[src/rtl/dual_pkg.sv]
// Shared definitions for the dual-issue writeback stage: default widths and the
// per-slot writeback bundle. Optional feature macro used by this slice: RF_BYPASS_EN.
package dual_pkg;

  localparam int REG_ADDR_W = 5;
  localparam int DEF_DATA_W = 32;
  localparam int DEF_PC_W   = 8;
  localparam int DEF_NREG   = 32;

  typedef struct packed {
    logic                  valid;
    logic                  we;
    logic [REG_ADDR_W-1:0] addr;
    logic [DEF_DATA_W-1:0] data;
    logic [DEF_PC_W-1:0]   pc;
  } wb_port_t;

  // A slot only touches the array when it retires, writes, and targets a real register.
  function automatic logic wb_effective(input wb_port_t p);
    return p.valid & p.we & (p.addr != '0);
  endfunction

endpackage

[src/rtl/rf_read_port.sv]
// One decode read port: r0 forced to zero and, when RF_BYPASS_EN is defined,
// same-cycle writeback bypass with slot 1 taking priority over slot 0.
module rf_read_port
  import dual_pkg::*;
#(
  parameter int DATA_W = DEF_DATA_W
) (
  input  logic [REG_ADDR_W-1:0] i_raddr,
  input  logic [DATA_W-1:0]     i_arr_data,
`ifdef RF_BYPASS_EN
  input  logic                  i_byp0_en,
  input  logic [REG_ADDR_W-1:0] i_byp0_addr,
  input  logic [DATA_W-1:0]     i_byp0_data,
  input  logic                  i_byp1_en,
  input  logic [REG_ADDR_W-1:0] i_byp1_addr,
  input  logic [DATA_W-1:0]     i_byp1_data,
`endif
  output logic [DATA_W-1:0]     o_rdata
);

  always_comb begin
    o_rdata = i_arr_data;
    if (i_raddr == '0) begin
      o_rdata = '0;
    end
`ifdef RF_BYPASS_EN
    // Enables already exclude r0, so the zero check above still dominates.
    else if (i_byp1_en && (i_byp1_addr == i_raddr)) begin
      o_rdata = i_byp1_data;
    end else if (i_byp0_en && (i_byp0_addr == i_raddr)) begin
      o_rdata = i_byp0_data;
    end
`endif
  end

endmodule

[src/rtl/wb_dual_regfile.sv]
// Dual-slot writeback commit point: register array, retirement counter and last PC.
// Define RF_BYPASS_EN for write-before-read forwarding on the four read ports.
module wb_dual_regfile
  import dual_pkg::*;
#(
  parameter int DATA_W = DEF_DATA_W,
  parameter int NREG   = DEF_NREG,
  parameter int PC_W   = DEF_PC_W,
  parameter int CNT_W  = 32
) (
  input  logic                  clk,
  input  logic                  reset,
  input  logic                  valid0,
  input  logic                  valid1,
  input  logic                  we0,
  input  logic                  we1,
  input  logic [REG_ADDR_W-1:0] waddr0,
  input  logic [REG_ADDR_W-1:0] waddr1,
  input  logic [DATA_W-1:0]     wdata0,
  input  logic [DATA_W-1:0]     wdata1,
  input  logic [PC_W-1:0]       wpc0,
  input  logic [PC_W-1:0]       wpc1,
  input  logic [REG_ADDR_W-1:0] raddr0,
  input  logic [REG_ADDR_W-1:0] raddr1,
  input  logic [REG_ADDR_W-1:0] raddr2,
  input  logic [REG_ADDR_W-1:0] raddr3,
  output logic [DATA_W-1:0]     rdata0,
  output logic [DATA_W-1:0]     rdata1,
  output logic [DATA_W-1:0]     rdata2,
  output logic [DATA_W-1:0]     rdata3,
  output logic [CNT_W-1:0]      retired_cnt,
  output logic [PC_W-1:0]       last_pc,
  output logic                  collision
);

  // Slot bundles are sized by the package defaults; DATA_W/PC_W must match them.
  wb_port_t w_slot0, w_slot1;
  logic     w_eff0, w_eff1, w_same_dst;

  logic [DATA_W-1:0]     r_regs [NREG];
  logic [CNT_W-1:0]      r_cnt;
  logic [PC_W-1:0]       r_last_pc;
  logic                  r_collision;
  logic [REG_ADDR_W-1:0] w_raddr [4];
  logic [DATA_W-1:0]     w_rdata [4];

  assign w_slot0 = '{valid: valid0, we: we0, addr: waddr0, data: wdata0, pc: wpc0};
  assign w_slot1 = '{valid: valid1, we: we1, addr: waddr1, data: wdata1, pc: wpc1};

  assign w_eff0     = wb_effective(w_slot0) && (int'(w_slot0.addr) < NREG);
  assign w_eff1     = wb_effective(w_slot1) && (int'(w_slot1.addr) < NREG);
  assign w_same_dst = w_eff0 && w_eff1 && (w_slot0.addr == w_slot1.addr);

  always_ff @(posedge clk or negedge reset) begin
    if (!reset) begin
      for (int i = 0; i < NREG; i++) r_regs[i] <= '0;
      r_cnt       <= '0;
      r_last_pc   <= '0;
      r_collision <= 1'b0;
    end else begin
      // Slot 1 is younger in program order, so it owns a shared destination.
      if (w_eff0 && !w_same_dst) r_regs[w_slot0.addr] <= w_slot0.data;
      if (w_eff1)                r_regs[w_slot1.addr] <= w_slot1.data;
      r_cnt       <= r_cnt + CNT_W'(w_slot0.valid) + CNT_W'(w_slot1.valid);
      r_collision <= w_same_dst;
      if (w_slot1.valid)      r_last_pc <= w_slot1.pc;
      else if (w_slot0.valid) r_last_pc <= w_slot0.pc;
    end
  end

  assign w_raddr[0] = raddr0;
  assign w_raddr[1] = raddr1;
  assign w_raddr[2] = raddr2;
  assign w_raddr[3] = raddr3;

  for (genvar g = 0; g < 4; g++) begin : g_rport
    rf_read_port #(.DATA_W(DATA_W)) u_rport (
      .i_raddr     (w_raddr[g]),
      .i_arr_data  (r_regs[w_raddr[g]]),
`ifdef RF_BYPASS_EN
      .i_byp0_en   (w_eff0),
      .i_byp0_addr (w_slot0.addr),
      .i_byp0_data (w_slot0.data),
      .i_byp1_en   (w_eff1),
      .i_byp1_addr (w_slot1.addr),
      .i_byp1_data (w_slot1.data),
`endif
      .o_rdata     (w_rdata[g])
    );
  end

  assign rdata0      = w_rdata[0];
  assign rdata1      = w_rdata[1];
  assign rdata2      = w_rdata[2];
  assign rdata3      = w_rdata[3];
  assign retired_cnt = r_cnt;
  assign last_pc     = r_last_pc;
  assign collision   = r_collision;

endmodule

[config.mk]
export PLATFORM = sky130hd
export DESIGN_NAME = wb_dual_regfile
export DESIGN_NICKNAME = d
export VERILOG_FILES = /design/src/rtl/dual_pkg.sv /design/src/rtl/rf_read_port.sv /design/src/rtl/wb_dual_regfile.sv
export SDC_FILE = /design/constraint.sdc
export NUM_CORES = 2
export LEC_CHECK = 0
export ABC_CLOCK_PERIOD_IN_PS = 2800
export BUFFER_PORTS_ARGS = -buffer_cell sky130_fd_sc_hd__clkbuf_2
export CAP_MARGIN = 0
export CORE_MARGIN = 4
export CORE_UTILIZATION = 40
export DETAILED_ROUTE_END_ITERATION = 12
export SETUP_SLACK_MARGIN = 0.02
export SKIP_CTS_REPAIR_TIMING = 1
export SLEW_MARGIN = 20
export SYNTH_ARGS = -nofsm -noshare
export SYNTH_HDL_FRONTEND = slang
export SYNTH_SLANG_ARGS = --single-unit
[constraint.sdc]
create_clock -name clk -period 2.8 [get_ports clk]
set_input_delay 0.42 -clock clk [delete_from_list [all_inputs] [get_ports clk]]
set_output_delay 0.42 -clock clk [all_outputs]
set_load 0.1 [all_outputs]
# Word level (Yosys, flattened, before mapping)
# Index checks and enable logic that the tools add are counted.
# op_classes
shift	0
bitwise_logic	10
multipliers	0
n_reduce_logical	13
mux	26
n_eq_ne	1
div	0
magnitude_cmp	8
add_sub_neg	2
# op_table
cell	count
1024-bit bitwise mux	2
1024-bit 2-to-1 mux	2
32-bit binary-select mux with 5-bit select	4
32-bit 2-to-1 mux	14
32-bit demux with 5-bit select	2
32-bit by 1-bit adder with 32-bit output	2
6-bit >= comparator (second input constant)	6
5-bit NOT with 6-bit output	6
5-bit zero test	4
8-bit 2-to-1 mux	2
6-bit by 1-bit less-than comparator with 1-bit output (second input constant)	2
5-bit nonzero test	2
5-bit == test	1
1-bit logical AND	5
1-bit AND	4
2-bit nonzero test	1
1-bit zero test	1
# totals
latch_bits	0
ram_bits	0
word_cells	95
out_inout_bits	169
regBits	1065
mem_count	0
romBits	0
in_bits	116

# Longest topological paths before layout
# depth
ltp_word	9
ltp_mapped	11
mapped_depth_nobuf	9

# By module
# A second synthesis with hierarchy kept.
# unflattened
hier_cells	7415
area_unflattened_um2	81816.0
# by_module_without_submodules
module	cells_per_inst	area_per_inst_um2	n_inst	seq_area_each_um2
wb_dual_regfile	7255	80529.7	1	26650.6
rf_read_port	40	321.6	4	0.0

# Least setup slack after synthesis
# Ideal clock, no wire load.
# synth_timing
path_type	input to output
startpoint	input port raddr0[1]
endpoint	output port rdata0[12]
arrival_time_ns	4.286
path_slack_ns	-1.906
required_ns	2.380
path_stages	9
path_buffers	7
path_cell_list	clkbuf_1 > buf_4 > buf_2 > buf_4 > buf_2 > buf_2 > clkbuf_1 > a21oi_1 > a221oi_1
# synth_via
elab_chain_len	5
word_cells_on_any_way	6
cone_classes	mux (4); bitwise (1); reduce/logical (1)
# synth_lines
element	line_no	source
start: declaration	wb_dual_regfile.sv:23	input logic [REG_ADDR_W-1:0] raddr0,
5-bit NOT with 6-bit output (not written as such)	wb_dual_regfile.sv:79	.i_arr_data (r_regs[w_raddr[g]]),
32-bit binary-select mux with 5-bit select	wb_dual_regfile.sv:79	
32-bit 2-to-1 mux (not written as such) (2 in a row)	wb_dual_regfile.sv:79	
32-bit 2-to-1 mux *	rf_read_port.sv:23	if (i_raddr == '0) begin
end: declaration	wb_dual_regfile.sv:27	output logic [DATA_W-1:0] rdata0,
# Mark *: on every way between the ends. The rest lies on a longest branch, timed or not. The select of a mux whose other input is x is not followed.

# Worst setup path in the final report
# layout_timing
startpoint	register r_regs[438] in the netlist's numbering
endpoint	output port rdata2[22]
# layout_via
elab_chain_len	4
# layout_lines
element	line_no	source
start: declaration	wb_dual_regfile.sv:40	logic [DATA_W-1:0] r_regs [NREG];
start signal: indexed assignment	wb_dual_regfile.sv:62	if (w_eff0 && !w_same_dst) r_regs[w_slot0.addr] <= w_slot0.data;
start signal: indexed assignment	wb_dual_regfile.sv:63	if (w_eff1) r_regs[w_slot1.addr] <= w_slot1.data;
32-bit binary-select mux with 5-bit select	wb_dual_regfile.sv:79	
32-bit 2-to-1 mux (not written as such) (2 in a row)	wb_dual_regfile.sv:79	
32-bit 2-to-1 mux	rf_read_port.sv:23	
end: declaration	wb_dual_regfile.sv:29	output logic [DATA_W-1:0] rdata2,
# No other way between the ends. The select of a mux whose other input is x is not followed.

==> metrics.md <==
| Metric | Value |
|---|---|
| Outcome | `complete, but fails checks` |
| Violated checks | `negative hold slack, negative setup slack` |
| Final min period | `3.31 ns` |
| Row cnt | `168` |
| Clock transition at path regs | `approximately 0.060 ns` |
| Num CTS Buffers | `about 140` |
| Synth cell types | `59` |
| Worst-margin pin slew | `between 1 and 1.5 ns` |
| Final WL | `517 mm` |
| Max_cap viols | `0` |
| Synthesized Nets | `approximately 9000` |
| RSZ-0062 raised after global routing | `true` |
| Synth Cell Area | `84200 um^2` |
| First-pass GRT wire length | `709 mm` |
| Syn_area_per_cell | `9.42 um^2` |
| Overall routing resource usage | `46.1%` |
| Worst setup SP type | `flop` |
| Die Ht | `467 um` |
| Die Wd | `about 470 um` |
| Highest net fanout along the worst path | `5` |
| Worst min path class | `input pin to flop` |
| Yosys reg bits | `about 1100` |
| Clk sinks | `1065` |
| Gr ovfl total | `0` |
| Fill count | `18300` |
| Final antenna-violating net count | `0` |
| Storage element area | `26800 um^2` |
| DR vias/cell | `7.73` |
| Area delta synth->final | `27.8%` |
| Drt first pass iters | `11` |
| H-Tree Depth | `4` |
| Layout cell share with drive strength beyond 1 | `32.8%` |
| PD cells | `674 nW/um^2` |
| Synth top area cells | `dfrtp_1 32%, mux4_2 22%, a31oi_1 6.4%` |
| Worst vdd ir | `0.00100 V` |
| # IOs | `approximately 290` |
| Share of the yosys chip area belonging to registers | `a little under a third` |
| Area of the multi-input gates | `~56000 um^2` |
| Cell Chain, Critical Path | `mux2i_1 -> a221oi_2 -> o21ai_1 -> a32o_2 -> nor3_4 -> buf_12` |
| Core area | `around 210000 um^2` |
| Initial antenna violation count | `63` |
| Commonest non-fill, non-tap cell in the layout | `dfrtp_1` |
| Number of global-route vias before repair | `slightly below 90000` |
| Post-synth ARST share | `100%` |
| Final-report hold violation count | `1` |
| Average wire per standard cell | `42.5 um` |
| Tcrit/Tclk final | `118%` |
| Crit path DAT | `roughly 2.9 ns` |
| Initial DRC count | `19000` |
| CTS root buf | `clkbuf_16` |
| Synth area leader | `dfrtp_1` |
| Yosys top cell area share | `31.7%` |
| CP max stage cell | `nor3_4` |
| Worst path max stage delay | `0.47 ns` |
| Clock Skew | `0.0336 ns` |
| LEAKAGE | `0.0427 uW` |
| Synth Flop Type | `dfrtp_1` |
| CP required | `2.38 ns` |
| Slew Limit Fails | `0` |
| Ys Warns | `0` |
| Fmax | `302 MHz` |
| Most frequent cells in the layout | `981 x dfrtp_1, 960 x nor2_1, 864 x a31oi_1` |
| Crit Path Class | `flop to output port` |
| Max clock buf depth | `3` |
| Final hold slack | `-0.00273 ns` |
| CP endpoint kind | `output port` |
| DRC viols | `0` |
| Slew HR | `26.7%` |
| Initial Utilization | `40.2%` |
| Largest net degree at the start of global routing | `157` |
| Worst-Skew Late Latency | `around 0.86 ns` |
| CTS tree | `done` |
| Final setup vio count | `128` |
| DR vias | `94100` |
| Final #Nets | `~9300` |
| GP Congestion | `1.03` |
| Overall Power | `a little over 70000 uW` |
| Die area | `between 200000 and 250000 um^2` |
| Gate count of the mapped netlist | `around 8900` |
| PortBufs | `284` |
| Final HPWL DP | `334 mm` |
| EDFF count, synth | `0` |
| Worst setup margin | `-0.515 ns` |
[worst max-delay path, delay by kind of cell, from the launching register on]
family,cells,cell delay [ns]
simple gates,1,0.47
mux,1,0.14
compound gates,3,0.75
buf+inv,1,0.24
flops,1,0.43
[synth_stat cells, types with 54 or more instances]
library cell  number
a221oi_1         142
dfrtp_1         1065
or3_1            227
clkbuf_1         878
a32oi_1           64
a221o_1           66
mux2i_1          490
buf_1             92
a22oi_1          108
o21ai_0          949
nand3_1          451
nor2_1           984
mux4_2           819
a31oi_1          867
nor3_1            54
mux2_2           106
buf_2            215
nand2_1          629
a21oi_1          347
[path summary, 6_finish.rpt]
check / startpoint / end / slack [ns] / cells after the start
max in group asynchronous: reset / r_regs[316] / 1.53 / 4
min in group asynchronous: reset / r_regs[714] / 0.08 / 2
max reg2reg: retired_cnt[0] / retired_cnt[17] / 0.45 / 8
min reg2reg: r_regs[1018] / r_regs[1018] / 0.40 / 0
min: wdata0[27] / r_regs[219] / -0.003 / 3
max: r_regs[438] / rdata2[22] / -0.51 / 6
[per-layer routing]
layer | global-route usage, % | wire length [um] | part of all wire (%)
met2 | 61.1 | 204000 | 40
met5 | 1.19 | 275 | 0.053
met3 | 24.5 | 90100 | 17
met1 | 53.9 | 168000 | 33
met4 | 39.4 | 54100 | 10
[cells by family after synthesis]
logic type	synth area share [%]
XOR/XNOR	0.364
flip-flops	31.7
adder cells (fa/ha/maj)	0.0386
multiplexers	29.2
AND/OR/NAND/NOR	12.8
buffers and inverters	6.06
AO/OA/AOI/OAI	20.0
[layout make-up]
cell class | instances | share of cell area, %
diodes | 74 | 0.172
flip-flops and latches | 1065 | 24.9
inverters | 11 | 0.0523
repair buffers | 1318 | 14.8
well taps | 2805 | 3.26
clock inverters | 44 | 0.521
multi-input cells | 6640 | 52.4
clock buffers | 206 | 3.89
[power by group]
part           leakage [uW]  internal (uW)  switching [uW]
clock               0.00232          11400            8120
combinational        0.0271          13600           14600
sequential           0.0132          19300            5510
[through the flow]
step,std cells,area [um^2],setup slack (ns),setup TNS (ns),util (%)
5_1_grt,12100,107000,-0.555,-33.17,51.3
4_1_cts,12000,105000,-0.546,-41.07,50.3
3_5_place_dp,11800,101000,-0.307,-63.48,48.1
6_report,12200,108000,-0.515,-31.11,51.3
3_3_place_gp,11800,101000,-0.497,-147.94,48.0
2_1_floorplan,8933,87100,-0.109,-5.90,-
[flip-flops by register name, summed over array words and instances (netlist names)]
register / cells
r_regs: 1024
last_pc: 8
collision: 1
retired_cnt: 32
Power figures use the tool's default switching activity.
